[src/rtl/gc_pkg.sv]
// Shared helpers for the N-bit Gray-code counter family: width bound,
// Gray<->binary conversion functions, the up-terminal Gray constant helper
// and the per-edge operation encoding.
package gc_pkg;

  // Widest counter supported by the helpers below.
  localparam int GC_MAX_LENGTH = 16;

  // All helpers work on a full-width word.
  // A narrower value is zero-extended before use.
  typedef logic [GC_MAX_LENGTH-1:0] gc_word_t;

  // Operation selected on a clock edge, in priority order.
  typedef enum logic [1:0] {
    GC_OP_HOLD = 2'd0,
    GC_OP_STEP = 2'd1,
    GC_OP_INIT = 2'd2,
    GC_OP_SRST = 2'd3
  } gc_op_e;

  // Binary to Gray.
  // Zero-extension keeps the result valid for any width up to the maximum.
  function automatic gc_word_t bin2gray(input gc_word_t x);
    return x ^ (x >> 1);
  endfunction

  // Gray to binary.
  // This is a prefix XOR taken from the MSB down. Leading zeros from
  // zero-extension do not change the result.
  function automatic gc_word_t gray2bin(input gc_word_t g);
    gc_word_t b;
    b = '0;
    b[GC_MAX_LENGTH-1] = g[GC_MAX_LENGTH-1];
    for (int i = GC_MAX_LENGTH - 2; i >= 0; i--) begin
      b[i] = b[i+1] ^ g[i];
    end
    return b;
  endfunction

  // Gray value of the all-ones binary count for a given width.
  // Only the MSB is set.
  function automatic gc_word_t gc_up_term_gray(input int width);
    gc_word_t t;
    t = '0;
    t[width-1] = 1'b1;
    return t;
  endfunction

endpackage

[src/rtl/gc_gray2bin.sv]
// Combinational LENGTH-bit Gray-to-binary converter.
// Binary bit i is the XOR of all Gray bits at or above position i.
module gc_gray2bin #(
  parameter int LENGTH = 4
) (
  input  logic [LENGTH-1:0] gray,
  output logic [LENGTH-1:0] bin
);

  // Each binary bit is the XOR-reduction of the Gray word shifted down to it.
  always_comb begin
    bin = '0;
    for (int i = 0; i < LENGTH; i++) begin
      bin[i] = ^(gray >> i);
    end
  end

endmodule

[src/rtl/gc_nbit_updown_init_val.sv]
// N-bit up/down Gray-code counter with synchronous clear-to-value,
// init-load, terminal-count, wrap pulse and cycle-active flag.
// Optional build macro: GC_NBIT_SATURATE_EN. When it is defined, steps
// saturate at the ends of the range instead of wrapping, and out_wrap
// never asserts.
// Legal LENGTH range is 2..16.
module gc_nbit_updown_init_val
  import gc_pkg::*;
#(
  parameter int LENGTH = 4
) (
  input  logic              clk,
  input  logic              in_ctr_Arst_n,
  input  logic              in_ctr_Srst,
  input  logic              in_ctr_en,
  input  logic              in_ctr_init,
  input  logic              in_ctr_dir,
  input  logic [LENGTH-1:0] in_val_Srst,
  input  logic [LENGTH-1:0] in_val_init,
  output logic [LENGTH-1:0] out_GC,
  output logic              out_tc,
  output logic              out_wrap,
  output logic              out_cycle
);

  localparam logic [LENGTH-1:0] BIN_ZERO     = {LENGTH{1'b0}};
  localparam logic [LENGTH-1:0] BIN_MAX      = {LENGTH{1'b1}};
  localparam logic [LENGTH-1:0] BIN_ONE      = {{(LENGTH-1){1'b0}}, 1'b1};
  localparam gc_word_t          UP_TERM_GRAY = gc_up_term_gray(LENGTH);

  logic [LENGTH-1:0] bin_r;
  logic [LENGTH-1:0] bin_next_s;
  logic [LENGTH-1:0] srst_bin_s;
  logic [LENGTH-1:0] init_bin_s;
  logic              wrap_next_s;
  logic              cycle_next_s;
  logic              tc_next_s;
  gc_op_e            op_s;
  gc_word_t          bin_ext_s;
  gc_word_t          gray_ext_s;

  gc_gray2bin #(.LENGTH(LENGTH)) u_srst_g2b (
    .gray (in_val_Srst),
    .bin  (srst_bin_s)
  );

  gc_gray2bin #(.LENGTH(LENGTH)) u_init_g2b (
    .gray (in_val_init),
    .bin  (init_bin_s)
  );

  // Select this edge's operation: clear beats init, init beats step.
  always_comb begin
    op_s = GC_OP_HOLD;
    if (in_ctr_Srst) begin
      op_s = GC_OP_SRST;
    end else if (in_ctr_init) begin
      op_s = GC_OP_INIT;
    end else if (in_ctr_en) begin
      op_s = GC_OP_STEP;
    end else begin
      op_s = GC_OP_HOLD;
    end
  end

  // Next binary count, wrap pulse and cycle flag for the selected operation.
  always_comb begin
    bin_next_s   = bin_r;
    wrap_next_s  = 1'b0;
    cycle_next_s = out_cycle;
    case (op_s)
      GC_OP_SRST: begin
        bin_next_s   = srst_bin_s;
        cycle_next_s = 1'b0;
      end
      GC_OP_INIT: begin
        bin_next_s   = init_bin_s;
        cycle_next_s = 1'b1;
      end
      GC_OP_STEP: begin
        if (in_ctr_dir) begin
          if (bin_r == BIN_MAX) begin
`ifdef GC_NBIT_SATURATE_EN
            bin_next_s  = bin_r;
`else
            bin_next_s  = BIN_ZERO;
            wrap_next_s = 1'b1;
`endif
          end else begin
            bin_next_s = bin_r + BIN_ONE;
          end
        end else begin
          if (bin_r == BIN_ZERO) begin
`ifdef GC_NBIT_SATURATE_EN
            bin_next_s  = bin_r;
`else
            bin_next_s  = BIN_MAX;
            wrap_next_s = 1'b1;
`endif
          end else begin
            bin_next_s = bin_r - BIN_ONE;
          end
        end
        // The cycle ends only when a step actually moves the count onto
        // zero. A saturated hold at zero does not end it.
        if ((bin_next_s == BIN_ZERO) && (bin_r != BIN_ZERO)) begin
          cycle_next_s = 1'b0;
        end else begin
          cycle_next_s = out_cycle;
        end
      end
      GC_OP_HOLD: begin
        bin_next_s = bin_r;
      end
      default: begin
        bin_next_s = bin_r;
      end
    endcase
  end

  // Gray image of the next count.
  // The terminal flag is computed from that count and the live direction.
  always_comb begin
    bin_ext_s                = '0;
    bin_ext_s[LENGTH-1:0]    = bin_next_s;
    gray_ext_s               = bin2gray(bin_ext_s);
    if (in_ctr_dir) begin
      tc_next_s = (gray_ext_s == UP_TERM_GRAY);
    end else begin
      tc_next_s = (bin_next_s == BIN_ZERO);
    end
  end

  // State and output registers.
  // out_GC is loaded directly from the next-count Gray image, so only one
  // bit of it changes on each step.
  always_ff @(posedge clk or negedge in_ctr_Arst_n) begin
    if (!in_ctr_Arst_n) begin
      bin_r     <= BIN_ZERO;
      out_GC    <= BIN_ZERO;
      out_tc    <= 1'b0;
      out_wrap  <= 1'b0;
      out_cycle <= 1'b0;
    end else begin
      bin_r     <= bin_next_s;
      out_GC    <= gray_ext_s[LENGTH-1:0];
      out_tc    <= tc_next_s;
      out_wrap  <= wrap_next_s;
      out_cycle <= cycle_next_s;
    end
  end

endmodule

[config.mk]
export PLATFORM = sky130hd
export DESIGN_NAME = gc_nbit_updown_init_val
export DESIGN_NICKNAME = d
export VERILOG_FILES = /design/src/rtl/gc_pkg.sv /design/src/rtl/gc_gray2bin.sv /design/src/rtl/gc_nbit_updown_init_val.sv
export SDC_FILE = /design/constraint.sdc
export NUM_CORES = 1
export LEC_CHECK = 0
export ABC_AREA = 1
export BUFFER_PORTS_ARGS = -buffer_cell sky130_fd_sc_hd__clkbuf_2
export CAP_MARGIN = 20
export CORE_UTILIZATION = 55
export CTS_BUF_LIST = sky130_fd_sc_hd__clkbuf_16
export CTS_CLUSTER_SIZE = 24
export DETAILED_ROUTE_END_ITERATION = 10
export GPL_TIMING_DRIVEN = 0
export MAX_ROUTING_LAYER = met4
export PLACE_DENSITY = 0.93
export SLEW_MARGIN = 20
export SYNTH_ARGS = -nofsm -noshare
export SYNTH_HDL_FRONTEND = slang
export SYNTH_SLANG_ARGS = --single-unit
export TNS_END_PERCENT = 10
[constraint.sdc]
create_clock -name clk -period 3.1 [get_ports clk]
set_input_delay 0.62 -clock clk [delete_from_list [all_inputs] [get_ports clk]]
set_output_delay 0.62 -clock clk [all_outputs]
set_load 0.05 [all_outputs]
==> results of run 1 <==
==> area by class of cell <==
| class | count | area [µm²] |
|---|---|---|
| sequential | 10 | 250.2 |
| inverter | 22 | 82.58 |
| fill | 105 | 320.3 |
| clock buffer | 3 | 75.07 |
| multi-input combinational | 86 | 511.7 |
| timing repair buffer | 20 | 100.1 |
| buffer | 1 | 7.507 |
| tap | 15 | 18.77 |
==> synthesized netlist by cell type <==
cell type,number
a21boi_0,1
a21oi_1,2
a21oi_4,1
buf_4,1
dfrtp_1,10
ha_1,5
inv_1,19
inv_2,3
nand2_1,24
nand2_2,9
nand2_4,1
nand3_1,11
nand3_2,4
nand4_1,4
nor2_1,10
nor2_2,4
o21a_1,1
o21ai_0,4
o21ai_1,1
o221ai_1,1
xnor2_1,2
xnor2_2,1
==> cell families after synthesis <==
| kind of cell | count (synthesis) | synth area share |
|---|---|---|
| AND/OR/NAND/NOR | 67 | 0.3994 |
| buffers and inverters | 23 | 0.1057 |
| AO/OA/AOI/OAI | 11 | 0.08812 |
| flip-flops | 10 | 0.2937 |
| adder cells (fa/ha/maj) | 5 | 0.07342 |
| XOR/XNOR | 3 | 0.03966 |
==> where the power goes <==
part | leakage [nW] | switching (mW) | internal, mW
sequential | 0.123 | 0.0136 | 0.150
combinational | 0.440 | 0.139 | 0.0614
clock | 0.0370 | 0.0549 | 0.167
==> routing by layer <==
layer | part of all wire | vias up
met5 | 0 | -
met4 | 0.011 | 0
met3 | 0.041 | 4
met2 | 0.54 | 33
met1 | 0.41 | 380
li1 | - | 427
==> per-stage QoR <==
stage,utilization,hold WS [ns]
after global routing,0.7656,0.2616
after global placement,0.7106,0.4772
after floorplan,-,0.3244
final,0.7656,0.2392
after CTS,0.7656,0.2468
after detailed placement,0.7106,0.4736
==> critical path: cells and delay by family (launching register included) <==
kind | cells | cell delay [ns]
simple gates | 9 | 0.85
flops | 1 | 0.41
fa+ha+maj | 2 | 0.56
buf+inv | 2 | 0.17
==> worst max-delay path by stage <==
stage,startpoint,end
floorplan,in_val_init[3],out_tc
detailed placement,in_ctr_dir,out_tc
finish,bin_r[0],out_tc
global route,bin_r[0],out_tc
CTS,bin_r[0],out_tc
global placement,in_ctr_dir,out_tc
==> flip-flops by register name (all words and copies together), names as in the netlist <==
register   count
out_tc         1
bin_r          4
out_wrap       1
out_cycle      1
out_GC         3
==> results.ini, run 1 <==
[clock_network]
holdBufCountCts = 0
cts.sinks = 10
cts.clk_slew.worst_paths_ns = 0.04
cts_setup_buffers = 0
clk_path_buf_depth = 2
postCtsResizedCells = 0
cts_buffers = 3
worst_skew_pair.late_latency_ns = 0.23
cts-root-buf = clkbuf_16
cts_htree_levels = 1
cts_tree = yes

[worst_setup_path]
worstPathArrival_ns = 2.23
cp_common_cell = nor2_1
r2r-end = out_tc
critPathKind = register to register
cpMaxStageDelayCell = dfrtp_1
crit_chain = inv_1, ha_1, inv_1, nand2_1, nand2_1, nor2_1, nor2_1, nand3_2, nand2_2, ha_1, nor2_1, nand3_2, nand2_2
critPathMaxStageDelay_ns = 0.41
endpoint_kind = register
critPathRequiredTime_ns = 3.27
worstSetupStartpointType = register
path_max_fanout = 5
r2r_start = bin_r[0]
rr_worst_depth = 13
r2r_setup_slack_ns = 1.04

[place]
port-buffer-count = 20
place_ws_ns = 1.040
place_inst = 154
dpl-instance-area_um2 = 970.9
place_congestion = 0.8046
place_hpwl_um = 1481

[synth]
ys_warn_count = 0
synth_cell_type_count = 22
yosysSeqAreaShare = 0.2937
syn-cell-area_um2 = 852.1
synth_fp_nets = 138
synth_top_area_frac = 0.2937
synth_largest_area_cell = dfrtp_1
synth_area_leaders = dfrtp_1, nand2_1, inv_1, ha_1, nand2_2
synth-seq-cells = 10
avgSynthCellArea_um2 = 7.160
synthCells = 119

[sta]
rsz0062_at_grt = false
worst_slew_pin_slew_ns = 0.2905
period_needed_ns = 2.056
setup-violations-final = 0
setup_slack_ns = 1.044
final_hold_viol_count = 0
finClkSkew_ns = 0.0005396
fin_crit_sh = 0.6631
slew_violations = 0
tns_ns = 0
max_freq_mhz = 486.5
max_slew_margin = 0.8071

[die]
die_w_um = 41.36
die_area_um2 = 1711
die_h_um = 41.36
io_pins = 21
start_util = 0.6236
coreArea_um2 = 1366
fp-row-count = 13

[finish]
drive_above_1_share = 0.3310
postLayoutCellArea_um2 = 1046
final_common_cell = nand2_1
nets = 163
num_antenna_cells = 0
finalNonFillerCells = 157
layout_common_cells = nand2_1, clkbuf_2, inv_1
area_growth_pct = 22.76

[route]
drc = 0
dr_total_vias = 844
totalWireLength_um = 1947
avgViaCountPerCell = 5.376
firstDrtPassIters = 4
wl_per_cell_um = 12.40
drt_iter0_drc = 41
ant_nets = 0

[global_route]
grt_overflow_total = 0
grt_use_total = 0.2864
met3_usage = 0.09043
use_met2 = 0.5234
first_global_vias = 759
grt_first_pass_wirelength_um = 2994
grt_max_degree = 11
grtUsageMet1 = 0.2987
antenna_found_initial = 0
grt-busiest-layer = met2

[power]
cellPowerDensity_nw_per_um2 = 560.1
ir_drop_v = 0.0005163
power.leakage_nw = 0.5997
p_total_mw = 0.5858

[hold_path]
hp-class = input pin to async pin

[flow_run]
max_cap_violations = 0

[outcome]
status = completed

Power figures use the tool's default switching activity.
==> run 2: changes to the inputs <==
--- a/config.mk
+++ b/config.mk
@@ -8,13 +8,13 @@
 export ABC_AREA = 1
 export BUFFER_PORTS_ARGS = -buffer_cell sky130_fd_sc_hd__clkbuf_2
 export CAP_MARGIN = 20
-export CORE_UTILIZATION = 55
+export CORE_UTILIZATION = 46
 export CTS_BUF_LIST = sky130_fd_sc_hd__clkbuf_16
 export CTS_CLUSTER_SIZE = 24
 export DETAILED_ROUTE_END_ITERATION = 10
 export GPL_TIMING_DRIVEN = 0
 export MAX_ROUTING_LAYER = met4
-export PLACE_DENSITY = 0.93
+export PLACE_DENSITY = 0.84
 export SLEW_MARGIN = 20
 export SYNTH_ARGS = -nofsm -noshare
 export SYNTH_HDL_FRONTEND = slang
==> constraint.sdc (replaced) <==
create_clock -name clk -period 1.65 [get_ports clk]
set_input_delay 0.33 -clock clk [delete_from_list [all_inputs] [get_ports clk]]
set_output_delay 0.33 -clock clk [all_outputs]
set_load 0.05 [all_outputs]
==> run 2 against run 1 <==
  * The run now ends with negative setup slack left
  * Flip-flop and latch count unchanged
  * Worst setup slack got worse by 1.3 ns
  * Global-route usage decreased by 7.0 points
  * Wire length increased by 6.1%
  * Total power increased by 100%
  * Clock-buffer cell count unchanged
  * Clock skew increased by 0.0038 ns
==> results.ini, run 2 (synthesis results as in run 1) <==
[sta]
period_needed_ns = 1.917  ; -0.1383 ns
max_freq_mhz = 521.5  ; +7.2%
finClkSkew_ns = 0.004350  ; +0.003810 ns
final_hold_viol_count = 0  ; unchanged
fin_crit_sh = 1.162  ; +0.4989
slew_violations = 0  ; unchanged
setup_slack_ns = -0.2674  ; -1.312 ns
max_slew_margin = 0.8072  ; about the same
setup-violations-final = 3  ; +3
whs_ns = 0.3727  ; +0.1335 ns
rsz0062_at_grt = true
worst_slew_pin_slew_ns = 0.2904  ; -0.0001574 ns

[finish]
area_growth_pct = 40.53
final_common_cell = nand2_1
drive_above_1_share = 0.4636  ; +0.1326
multi_input_area_um2 = 583.1  ; +14%
layout_common_cells = nand2_1, clkbuf_2, inv_1
nets = 171  ; +4.9%
largest_reg_flops = 4  ; unchanged
num-fill-cells = 145  ; +38%
seqCellArea_um2 = 251.5  ; +0.50%
regMostFlops = bin_r
num_antenna_cells = 0  ; unchanged
top_regs = bin_r: 4 flops, out_GC: 3 flops
fin_util = 0.6935  ; -0.07209

[worst_setup_path]
r2r_start = bin_r[0]
r2r_setup_slack_ns = -0.27  ; -1.31 ns
path_max_fanout = 4  ; -1
rr_worst_depth = 11  ; -2
worstSetupStartpointType = register
critPathRequiredTime_ns = 1.82  ; -1.45 ns
endpoint_kind = register
endpoint = out_tc
startpoint = bin_r[0]
critPathKind = register to register
r2r-end = out_tc
worstPathArrival_ns = 2.09  ; -0.14 ns

[route]
ant_nets = 0  ; unchanged
drt_iter0_drc = 29  ; -29%
firstDrtPassIters = 4  ; unchanged
avgViaCountPerCell = 4.983  ; -7.3%
wl_per_cell_um = 11.73  ; -5.4%
totalWireLength_um = 2065  ; +6.1%
drc = 0  ; unchanged
dr_total_vias = 877  ; +3.9%

[outcome]
status = complete, but fails checks
violations = negative setup slack

[global_route]
grt_overflow_total = 0  ; unchanged
grt_max_degree = 11  ; unchanged
antenna_found_initial = 0  ; unchanged
first_global_vias = 760  ; +0.13%
grt_first_pass_wirelength_um = 3077  ; +2.8%
grt_use_total = 0.2159  ; -0.07048

[power]
p_total_mw = 1.199  ; +100%
p_int_mw = 0.7699  ; +100%
switching_power_mw = 0.4295  ; +110%
power_frac_clock = 0.352  ; -0.026
ir_drop_v = 0.001042  ; +100%
seqPwrFrac = 0.259  ; -0.020
power_switching_share = 0.3581  ; +0.003162
combPwrFrac = 0.390  ; +0.047
cellPowerDensity_nw_per_um2 = 1002  ; +79%
power.leakage_nw = 0.6401  ; +6.7%

[die]
fp-row-count = 15  ; +2
start_util = 0.4935  ; -0.1301
io_pins = 21  ; unchanged
coreArea_um2 = 1727  ; +26%
die_h_um = 45.04  ; +8.9%
die_w_um = 45.04  ; +8.9%
die_area_um2 = 2029  ; +19%

[place]
place_ws_ns = -0.1887  ; -1.228 ns
place_hpwl_um = 1455  ; -1.8%
port-buffer-count = 20  ; unchanged
place_congestion = 0.9392  ; +17%

[clock_network]
cts_htree_levels = 1  ; unchanged
worst_skew_pair.late_latency_ns = 0.23  ; about the same
cts.clk_slew.worst_paths_ns = 0.04  ; about the same
cts_buffers = 3  ; unchanged
cts_tree = yes
clk_path_buf_depth = 2  ; unchanged
cts.sinks = 10  ; unchanged
cts-root-buf = clkbuf_16

[hold_path]
hp-class = input pin to register

[flow_run]
max_cap_violations = 0  ; unchanged

run 2: power groups by stage:
stage	logic (mW)	clock network (mW)	registers (mW)
final	0.467	0.422	0.311
after global routing	0.509	0.440	0.314
after CTS	0.426	0.429	0.306
after detailed placement	0.398	0	0.308
after global placement	0.387	0	0.308
after floorplan	0.222	0	0.386
run 2: worst min-delay path by stage:
stage,start,endpoint,slack [ns],depth (start not counted)
floorplan,in_ctr_Arst_n,bin_r[0],0.03,0
global placement,in_ctr_Arst_n,out_wrap,0.19,1
detailed placement,in_ctr_Arst_n,out_wrap,0.20,1
CTS,in_ctr_en,out_wrap,0.37,3
global route,in_ctr_en,out_wrap,0.41,3
finish,in_ctr_en,out_wrap,0.37,3
run 2: layout make-up:
type | instances | area share
tap | 25 | 0.02612
multi-input combinational | 86 | 0.4869
timing repair buffer | 28 | 0.1358
sequential | 10 | 0.2100
clock buffer | 3 | 0.06270
inverter | 22 | 0.06897
clock inverter | 1 | 0.003135
buffer | 1 | 0.006270
run 2: through the flow:
| stage | instances | area [µm²] | TNS, ns |
|---|---|---|---|
| finish | 176 | 1197 | -0.4394 |
| global route | 176 | 1197 | -0.7125 |
| CTS | 172 | 1127 | -0.1502 |
| detailed placement | 164 | 1011 | -0.2239 |
| global placement | 164 | 1011 | -0.1673 |
| floorplan | 119 | 879.6 | 0 |
run 2: metal layers:
| metal | wire (µm) | vias to the layer above | track usage |
|---|---|---|---|
| met5 | 0 | - | - |
| met2 | 1092 | 20 | 0.3710 |
| met3 | 55 | 0 | 0.04800 |
| met4 | 0 | 0 | 0.04848 |
| li1 | - | 442 | - |
| met1 | 916 | 415 | 0.2563 |
run 2: timing repair:
action,CTS,global route
pin swaps,0,11
hold buffers,1,0
hold endpoints to repair,10,0
endpoints found under the setup margin,3,4
buffers inserted,3,4
gates resized for setup,1,13
run 2: worst max-delay path: stages, from the launching register on:
cell     delay [ns]
dfrtp_2        0.41
ha_2           0.21
nand3_2        0.11
nor2_2         0.19
o21ai_2        0.07
a21oi_1        0.15
nand2_1        0.11
nor2_4         0.16
ha_4           0.22
nor2_4         0.10
nand3_2        0.07
nand2_2        0.05
